## config.mk

```make
export PLATFORM = sky130hd
export DESIGN_NAME = dab_phase_sequencer
export DESIGN_NICKNAME = d
export VERILOG_FILES = /design/src/rtl/dab_phase_sequencer.sv
export SDC_FILE = /design/constraint.sdc
export NUM_CORES = 1
export LEC_CHECK = 0
export BUFFER_PORTS_ARGS = -buffer_cell sky130_fd_sc_hd__buf_4
export CAP_MARGIN = 40
export CORE_MARGIN = 5
export CORE_UTILIZATION = 30
export DETAILED_ROUTE_END_ITERATION = 6
export SKIP_CTS_REPAIR_TIMING = 1
export SYNTH_ARGS = -nofsm -noshare
export SYNTH_HDL_FRONTEND = slang
export SYNTH_SLANG_ARGS = --single-unit
```

## constraint.sdc

```tcl
create_clock -name clk -period 7.5 [get_ports clk]
set_input_delay 1.125 -clock clk [delete_from_list [all_inputs] [get_ports clk]]
set_output_delay 1.125 -clock clk [all_outputs]
set_load 0.1 [all_outputs]
```

## src/rtl/dab_phase_sequencer.sv

```systemverilog
// Dual-bridge switching sequencer: dead-time gate generation, signed inter-bridge
// phase shift applied at period boundaries, soft start ramp and latched fault.
module dab_phase_sequencer #(
    parameter int PERIOD   = 1000,
    parameter int DEADTIME = 20,
    parameter int PHI_MAX  = 450,
    parameter int SS_STEP  = 5
) (
    input  logic        clk,
    input  logic        rst,
    input  logic        CE,
    input  logic        en,
    input  logic        sync,
    input  logic        fault,
    input  logic [13:0] phi_cmd,
    input  logic        phi_valid,
    output logic        phi_ready,
    output logic [13:0] phi_act,
    output logic        Sp1,
    output logic        Sp2,
    output logic        Sp3,
    output logic        Sp4,
    output logic        Ss1,
    output logic        Ss2,
    output logic        Ss3,
    output logic        Ss4,
    output logic        trigger,
    output logic [1:0]  modo
);
    localparam int CW = $clog2(PERIOD);
    localparam logic signed [15:0] P16  = 16'(PERIOD);
    localparam logic signed [15:0] H16  = 16'(PERIOD / 2);
    localparam logic signed [15:0] DT16 = 16'(DEADTIME);
    localparam logic signed [15:0] HD16 = 16'(PERIOD / 2 + DEADTIME);
    localparam logic signed [15:0] PM16 = 16'(PHI_MAX);
    localparam logic signed [15:0] SS16 = 16'(SS_STEP);

    typedef enum logic [2:0] {IDLE, WAIT_SYNC, SOFTSTART, RUN, FAULT} state_t;
    state_t state, nstate;

    logic [CW-1:0]      cnt;
    logic signed [13:0] phi_pend, phi_cur;
    logic               sync_q;
    logic [3:0]         pgate, sgate;
    logic               active, nactive, bnd, xfer, sync_rise, ss_done;
    logic               pa, pb, sa, sb;
    logic signed [15:0] cmd_w, cmd_c, pend_w, act_w, src_w, diff, nxt_ss;
    logic signed [15:0] cnt_w, s_raw, s_w;

    assign active    = (state == SOFTSTART) || (state == RUN);
    assign nactive   = (nstate == SOFTSTART) || (nstate == RUN);
    assign xfer      = phi_valid && phi_ready;
    assign bnd       = CE && active && (cnt == CW'(PERIOD - 1));
    assign sync_rise = sync && !sync_q;

    // src_w is the phase that will be pending after this cycle, so a transfer
    // landing on the boundary cycle takes effect at that same boundary.
    always_comb begin
        cmd_w  = {{2{phi_cmd[13]}}, phi_cmd};
        pend_w = {{2{phi_pend[13]}}, phi_pend};
        act_w  = {{2{phi_cur[13]}}, phi_cur};
        cmd_c  = cmd_w;
        if (cmd_w > PM16)       cmd_c = PM16;
        else if (cmd_w < -PM16) cmd_c = -PM16;
        src_w  = xfer ? cmd_c : pend_w;
        diff   = src_w - act_w;
        nxt_ss = src_w;
        if (diff > SS16)       nxt_ss = act_w + SS16;
        else if (diff < -SS16) nxt_ss = act_w - SS16;
        ss_done = (nxt_ss == src_w);
        cnt_w  = 16'(cnt);
        s_raw  = cnt_w - act_w;
        s_w    = s_raw;
        if (s_raw < 16'sd0)   s_w = s_raw + P16;
        else if (s_raw >= P16) s_w = s_raw - P16;
        pa = (cnt_w >= DT16) && (cnt_w < H16);
        pb = (cnt_w >= HD16) && (cnt_w < P16);
        sa = (s_w >= DT16) && (s_w < H16);
        sb = (s_w >= HD16) && (s_w < P16);
    end

    always_ff @(posedge clk or negedge rst) begin
        if (!rst) state <= IDLE;
        else      state <= nstate;
    end

    always_comb begin
        nstate    = state;
        phi_ready = active;
        modo      = 2'b00;
        if (fault) nstate = FAULT;
        else if (CE) begin
            case (state)
                IDLE:      if (en) nstate = WAIT_SYNC;
                WAIT_SYNC: if (!en) nstate = IDLE; else if (sync_rise) nstate = SOFTSTART;
                SOFTSTART: if (!en) nstate = IDLE; else if (bnd && ss_done) nstate = RUN;
                RUN:       if (!en) nstate = IDLE;
                FAULT:     if (!en) nstate = IDLE;
                default:   nstate = IDLE;
            endcase
        end
        case (state)
            SOFTSTART: modo = 2'b01;
            RUN:       modo = 2'b10;
            FAULT:     modo = 2'b11;
            default:   modo = 2'b00;
        endcase
    end

    always_ff @(posedge clk or negedge rst) begin
        if (!rst) begin
            cnt      <= '0;
            phi_pend <= '0;
            phi_cur  <= '0;
            sync_q   <= 1'b0;
            trigger  <= 1'b0;
            pgate    <= '0;
            sgate    <= '0;
        end else begin
            if (CE) sync_q <= sync;
            if (xfer) phi_pend <= cmd_c[13:0];
            if (!(active && nactive)) cnt <= '0;
            else if (CE) cnt <= (cnt == CW'(PERIOD - 1)) ? '0 : cnt + 1'b1;
            if (state == WAIT_SYNC && nstate == SOFTSTART) phi_cur <= '0;
            else if (bnd && nactive) phi_cur <= (state == RUN) ? src_w[13:0] : nxt_ss[13:0];
            trigger <= CE && active && nactive && (cnt == '0);
            // Fault blanks the bridges immediately, even with CE low.
            if (fault) begin
                pgate <= '0;
                sgate <= '0;
            end else if (CE) begin
                pgate <= (active && nactive) ? {pa, pb, pb, pa} : 4'b0;
                sgate <= (active && nactive) ? {sa, sb, sb, sa} : 4'b0;
            end
        end
    end

    assign phi_act = phi_cur;
    assign {Sp1, Sp2, Sp3, Sp4} = pgate;
    assign {Ss1, Ss2, Ss3, Ss4} = sgate;
endmodule

```

==> results_dict.tcl, run 1 <==
set metrics [dict create \
    critical-path-slowest-cell "a2111oi_1" \
    drt_first_pass_iters 5 \
    fp-row-count 50 \
    syn_to_final_growth_pct 13.6 \
    clkLatencyLatePin_ns 0.31 \
    dp.cells 1033 \
    p_leak_nw 2.63 \
    cts_tree "built" \
    nets 861 \
    synthSimpleGateAreaFrac_pct 29.5 \
    grt_max_degree 48 \
    synth_nets 828 \
    grt_pass1_wl_um 29600 \
    whs_ns 0.475 \
    hp-start "phi_pend[7]$_DFFE_PN0P_" \
    powerDensity_nw_per_um2 92.6 \
    routabilityCongestion 0.950 \
    die_area_um2 21800 \
    coreArea_um2 18600 \
    die_x_um 148 \
    crit_chain "buf_4, and4_1, a2111oi_0, or3_1, ha_1, inv_1, a21oi_1, o21ai_0, ha_1, a21o_1, a21o_1, a21oi_1, nand3_1, a2111oi_1, a31oi_2, a21boi_0, o21ai_0, nand4_1, or4_1, o41ai_2" \
    slew_violations 0 \
    place_hpwl_um 14300 \
    die_h_um 148 \
    syn-cell-area_um2 5680 \
    gr-usage-all-layers_pct 16.6 \
    antenna_cells 0 \
    synthMuxAreaShare_pct 1.12 \
    synth_cells 773 \
    nFillCells 1997 \
    grt_pass1_vias 5564 \
    maxCapViolations 0 \
    routed_via_density 5.84 \
    arrival_ns 7.12 \
    synth-edff-count 0 \
    fin_skew_ns 0.00301 \
    rsz0062_at_grt "false" \
    worstHoldPathType "reg2reg" \
    yosys.area_share.adder_pct 7.76 \
    seq_area_frac_synth_pct 20.7 \
    wirelength_um 18700 \
    postSynthAreaPerCell_um2 7.35 \
    mostFrequentLayoutCell "nand2_1" \
    wire_per_inst_um 18.0 \
    postRouteAntennaNets 0 \
    cts_buffer_depth 2 \
    cts_made_buffers 5 \
    fin_crit_sh_pct 92.1 \
    fin_crit_ns 6.91 \
    yosysTopAreaCellShare_pct 20.7 \
    htree_levels 2 \
    worst_pin_slew_ns 0.820 \
    r2r_start "state[2]$_DFF_PN0_" \
    synth_top_family_by_area "compound AO/OA/AOI/OAI gates" \
    vias 6079 \
    drive_gt1_share_pct 11.8 \
    worstHoldPathCells 2 \
    synth.distinct_cells 83 \
    io_pins 47 \
    slew_headroom_pct 45.2 \
    start_kind "input pin" \
    rr_worst_depth 19 \
    finalSetupViolations 0 \
    hold_viol_final 0 \
    start_util_pct 30.5 \
    drtIter0Drc 462 \
    instances_no_fill 1041 \
    synth_area_leaders "dfrtp_1 21%, ha_1 7.1%, nand2_1 5.8%" \
    cp.required_ns 7.71 \
    layout_common_cells "88 x nand2_1, 69 x nor2_1, 60 x buf_4" \
    drcViolationCount 0 \
    synth-main-ff-cell "dfrtp_1" \
    yosysWarnings 0 \
    end_kind "flip-flop" \
    path_clk_slew_ns 0.07 \
    cts_sinks 47 \
    ir_worst_vdd_uv 106 \
    synth_xor_area_share_pct 5.09 \
    fmax_mhz 145 \
    clock-root-buffer "clkbuf_16" \
    outcome "finished, final reports clean" \
    max_stage_delay_ns 0.79 \
    gr-total-overflow 0 \
    crit_fanout 16 \
    path_class "in2reg" \
    synthArstFlopShare_pct 100 \
    yosysTopAreaCell "dfrtp_1" \
    setup_tns_ns 0 \
    antenna_found_initial 0 \
    critPathLaunch "phi_cmd[1]" \
    synth-seq-cells 47 \
    synth_compound_area_share_pct 30.5 \
    io_buffer_count 46 \
]
-- power by group --
group	switching [mW]	leakage [nW]	internal, mW
sequential	0.00172	0.635	0.255
clock	0.117	0.0838	0.158
combinational	0.0428	1.91	0.0231
total	0.161	2.63	0.436
-- area by class of cell --
class	instances	area [um2]	share of cell area [%]
well taps	234	293	4.54
repair buffers	63	472	7.31
flip-flops and latches	47	1180	18.2
inverters	37	139	2.15
clock buffers	5	125	1.94
multi-input cells	652	4200	65.1
clock inverters	3	43.8	0.679
-- synthesized netlist by cell type (8+ instances only) --
cell type,count
nand2_1,88
nor2_1,69
a21oi_1,57
dfrtp_1,47
o21ai_0,41
inv_1,36
nor3_1,35
ha_1,32
clkbuf_1,27
nand3_1,23
a211oi_1,19
o31ai_1,18
and3_1,17
xor2_1,17
xnor2_1,16
nand4_1,15
nor4_1,13
a21o_1,12
o211ai_1,11
nand2b_1,10
o221ai_1,10
and2_1,9
nor2b_1,9
a31oi_1,8
o21a_1,8
or3_1,8
-- cells by family (layout without fill, tap and decap cells) --
family / count (synthesis) / in the layout
flops: 47 / 47
compound gates: 251 / 251
simple gates: 328 / 328
buf+inv: 74 / 108
fa+ha+maj: 34 / 34
mux: 6 / 6
xor+xnor: 33 / 33
-- critical path, delay by kind of cell --
| kind | cells | cell delay, ns |
|---|---|---|
| fa+ha+maj | 2 | 0.76 |
| simple gates | 5 | 1.14 |
| buf+inv | 2 | 0.27 |
| compound gates | 11 | 3.80 |
-- per-layer routing --
metal  vias up  global-route usage (%)  wire (um)
li1       2971                       -          -
met1      2832                    23.6       8880
met2       234                    26.0       8080
met3        42                    2.18       1210
met4         0                    5.59        556
met5         -                       0          0
-- through the flow --
step	util (%)	cell area, um2	setup slack, ns	power, mW
final	34.6	6450	0.590	0.597
after global placement	33.6	6260	0.582	0.327
after floorplan	-	5680	1.55	0.300
after global routing	34.6	6450	0.188	0.617
after detailed placement	33.7	6280	0.466	0.327
after CTS	34.6	6450	0.807	0.601
-- final timing paths --
check | to | slack [ns]
setup / recovery | state[0]$_DFF_PN0_ | 0.59
hold / removal | phi_pend[7]$_DFFE_PN0P_ | 0.48
setup reg to reg | state[0]$_DFF_PN0_ | 1.20
hold reg to reg | phi_pend[7]$_DFFE_PN0P_ | 0.48
max in group asynchronous | phi_act[0]$_DFFE_PN0P_ | 6.19
min in group asynchronous | sgate[0]$_DFFE_PN0P_ | 0.83
-- flip-flops by register name (all words and copies together) (netlist names) --
| name | cells |
|---|---|
| cnt | 10 |
| pgate | 2 |
| phi_act | 14 |
| phi_pend | 14 |
| sgate | 2 |
| state | 3 |
| sync_q | 1 |
| trigger | 1 |
(Power assumes the default switching activity.)
==> run 2, diff against run 1 <==
--- a/config.mk
+++ b/config.mk
@@ -5,7 +5,7 @@
 export SDC_FILE = /design/constraint.sdc
 export NUM_CORES = 1
 export LEC_CHECK = 0
-export BUFFER_PORTS_ARGS = -buffer_cell sky130_fd_sc_hd__buf_4
+export BUFFER_PORTS_ARGS = -buffer_cell sky130_fd_sc_hd__buf_2
 export CAP_MARGIN = 40
 export CORE_MARGIN = 5
 export CORE_UTILIZATION = 30
==> results_dict.tcl, run 2 (synthesized netlist as in run 1, its figures left out) <==
set metrics [dict create \
    fin_crit_ns 6.71 \
    p_leak_nw 2.60 \
    critPathLaunch "phi_cmd[1]" \
    mostFrequentLayoutCell "nand2_1" \
    cts_tree "built" \
    cts_buffer_depth 2 \
    crit_chain "buf_2, and4_1, a2111oi_0, or3_1, ha_1, nor2_1, o31ai_1, ha_1, and3_1, a32o_1, nor4_1, a311oi_1, a31oi_2, o21ai_1, and3_1, a2111o_1, a211oi_1, a21oi_1, o41ai_2" \
    powerDensity_nw_per_um2 92.5 \
    fin_crit_sh_pct 89.4 \
    place_ws_ns 0.562 \
    io_buffer_count 46 \
    arrival_ns 6.91 \
    setup.worst_path.end "state[0]$_DFF_PN0_" \
    place_hpwl_um 14000 \
    critical-path-slowest-cell "o31ai_1" \
    antenna_cells 0 \
    routabilityCongestion 0.969 \
    vias 6108 \
    start_kind "input pin" \
    fin_skew_ns 0.00514 \
    htree_levels 2 \
    path_clk_slew_ns 0.07 \
    die_area_um2 21800 \
    max_stage_delay_ns 0.71 \
    setup_slack_ns 0.794 \
    drtIter0Drc 569 \
    fp-row-count 50 \
    cts_made_buffers 5 \
    reg2reg_slack_ns 1.76 \
    routed_via_density 5.88 \
    worstHoldPathType "reg2reg" \
    grt_max_degree 48 \
    postRouteAntennaNets 0 \
    hold_viol_final 0 \
    r2r_end "state[0]$_DFF_PN0_" \
    io_pins 47 \
    nFillCells 1995 \
    drcViolationCount 0 \
    end_kind "flip-flop" \
    setup_tns_ns 0 \
    syn_to_final_growth_pct 11.3 \
    slew_headroom_pct 44.7 \
    nets 860 \
    grt_pass1_vias 5479 \
    clock-root-buffer "clkbuf_16" \
    wire_per_inst_um 17.4 \
    gr-usage-all-layers_pct 16.4 \
    finalSetupViolations 0 \
    drt_first_pass_iters 6 \
    cts_sinks 47 \
    drive_gt1_share_pct 11.6 \
    rsz0062_at_grt "false" \
    multi_input_area_um2 4200 \
    slew_violations 0 \
    antenna_found_initial 0 \
    ir_worst_vdd_uv 68.5 \
    die_x_um 148 \
    wirelength_um 18100 \
    rr_worst_depth 17 \
    grt_pass1_wl_um 29300 \
    cp.required_ns 7.70 \
    r2r_start "state[2]$_DFF_PN0_" \
    fmax_mhz 149 \
    path_class "in2reg" \
    worst_pin_slew_ns 0.822 \
    layout_common_cells "88 x nand2_1, 69 x nor2_1, 57 x a21oi_1" \
    gr-total-overflow 0 \
    outcome "finished, final reports clean" \
    clkLatencyLatePin_ns 0.30 \
    start_util_pct 30.5 \
    coreArea_um2 18600 \
    register_area_um2 1180 \
    die_h_um 148 \
    maxCapViolations 0 \
    crit_fanout 16 \
]
[run 2: worst max-delay path: cells and delay by family]
kind	cells	cell delay [ns]
AOI/OAI and AO/OA	10	3.17
adders and majority gates	2	0.98
and+or+nand+nor	6	1.50
buffers and inverters	1	0.10
[run 2: power by group]
group	leakage, nW	switching [mW]	internal (mW)
sequential	0.635	0.00176	0.255
clock	0.0759	0.110	0.156
combinational	1.89	0.0424	0.0200
total	2.60	0.154	0.431
[run 2: through the flow]
stage               total power, mW  cell area (um2)  hold slack (ns)  util, %  cells
finish                        0.585             6320            0.471     33.9   1039
global route                  0.609             6320            0.490     33.9   1039
CTS                           0.593             6320            0.476     33.9   1039
detailed placement            0.324             6160            0.460     33.0   1032
global placement              0.324             6130            0.455     32.9   1028
floorplan                     0.300             5680            0.439        -    773
[run 2: per-layer routing]
| metal | GRT usage [%] | vias to the layer above | routed length, um |
|---|---|---|---|
| met1 | 24.1 | 2848 | 8610 |
| met3 | 2.30 | 39 | 1250 |
| met2 | 24.5 | 254 | 7760 |
| li1 | - | 2967 | - |
| met5 | 0 | - | 0 |
| met4 | 5.73 | 0 | 481 |
[run 2: how the worst min path moves through the flow]
stage	cells after the start	slack, ns	start	to
final	2	0.47	phi_pend[11]$_DFFE_PN0P_	phi_pend[11]$_DFFE_PN0P_
after global routing	2	0.49	phi_pend[11]$_DFFE_PN0P_	phi_pend[11]$_DFFE_PN0P_
after CTS	2	0.48	phi_pend[11]$_DFFE_PN0P_	phi_pend[11]$_DFFE_PN0P_
after detailed placement	2	0.46	phi_pend[11]$_DFFE_PN0P_	phi_pend[11]$_DFFE_PN0P_
after global placement	2	0.45	phi_pend[10]$_DFFE_PN0P_	phi_pend[10]$_DFFE_PN0P_
after floorplan	2	0.44	phi_pend[6]$_DFFE_PN0P_	phi_pend[6]$_DFFE_PN0P_
[run 2: final cells by class]
class | instances | area share [%]
clock inverter | 2 | 0.594
inverter | 37 | 2.20
multi-input combinational | 652 | 66.5
sequential | 47 | 18.6
tap | 234 | 4.63
clock buffer | 5 | 1.98
timing repair buffer | 62 | 5.52
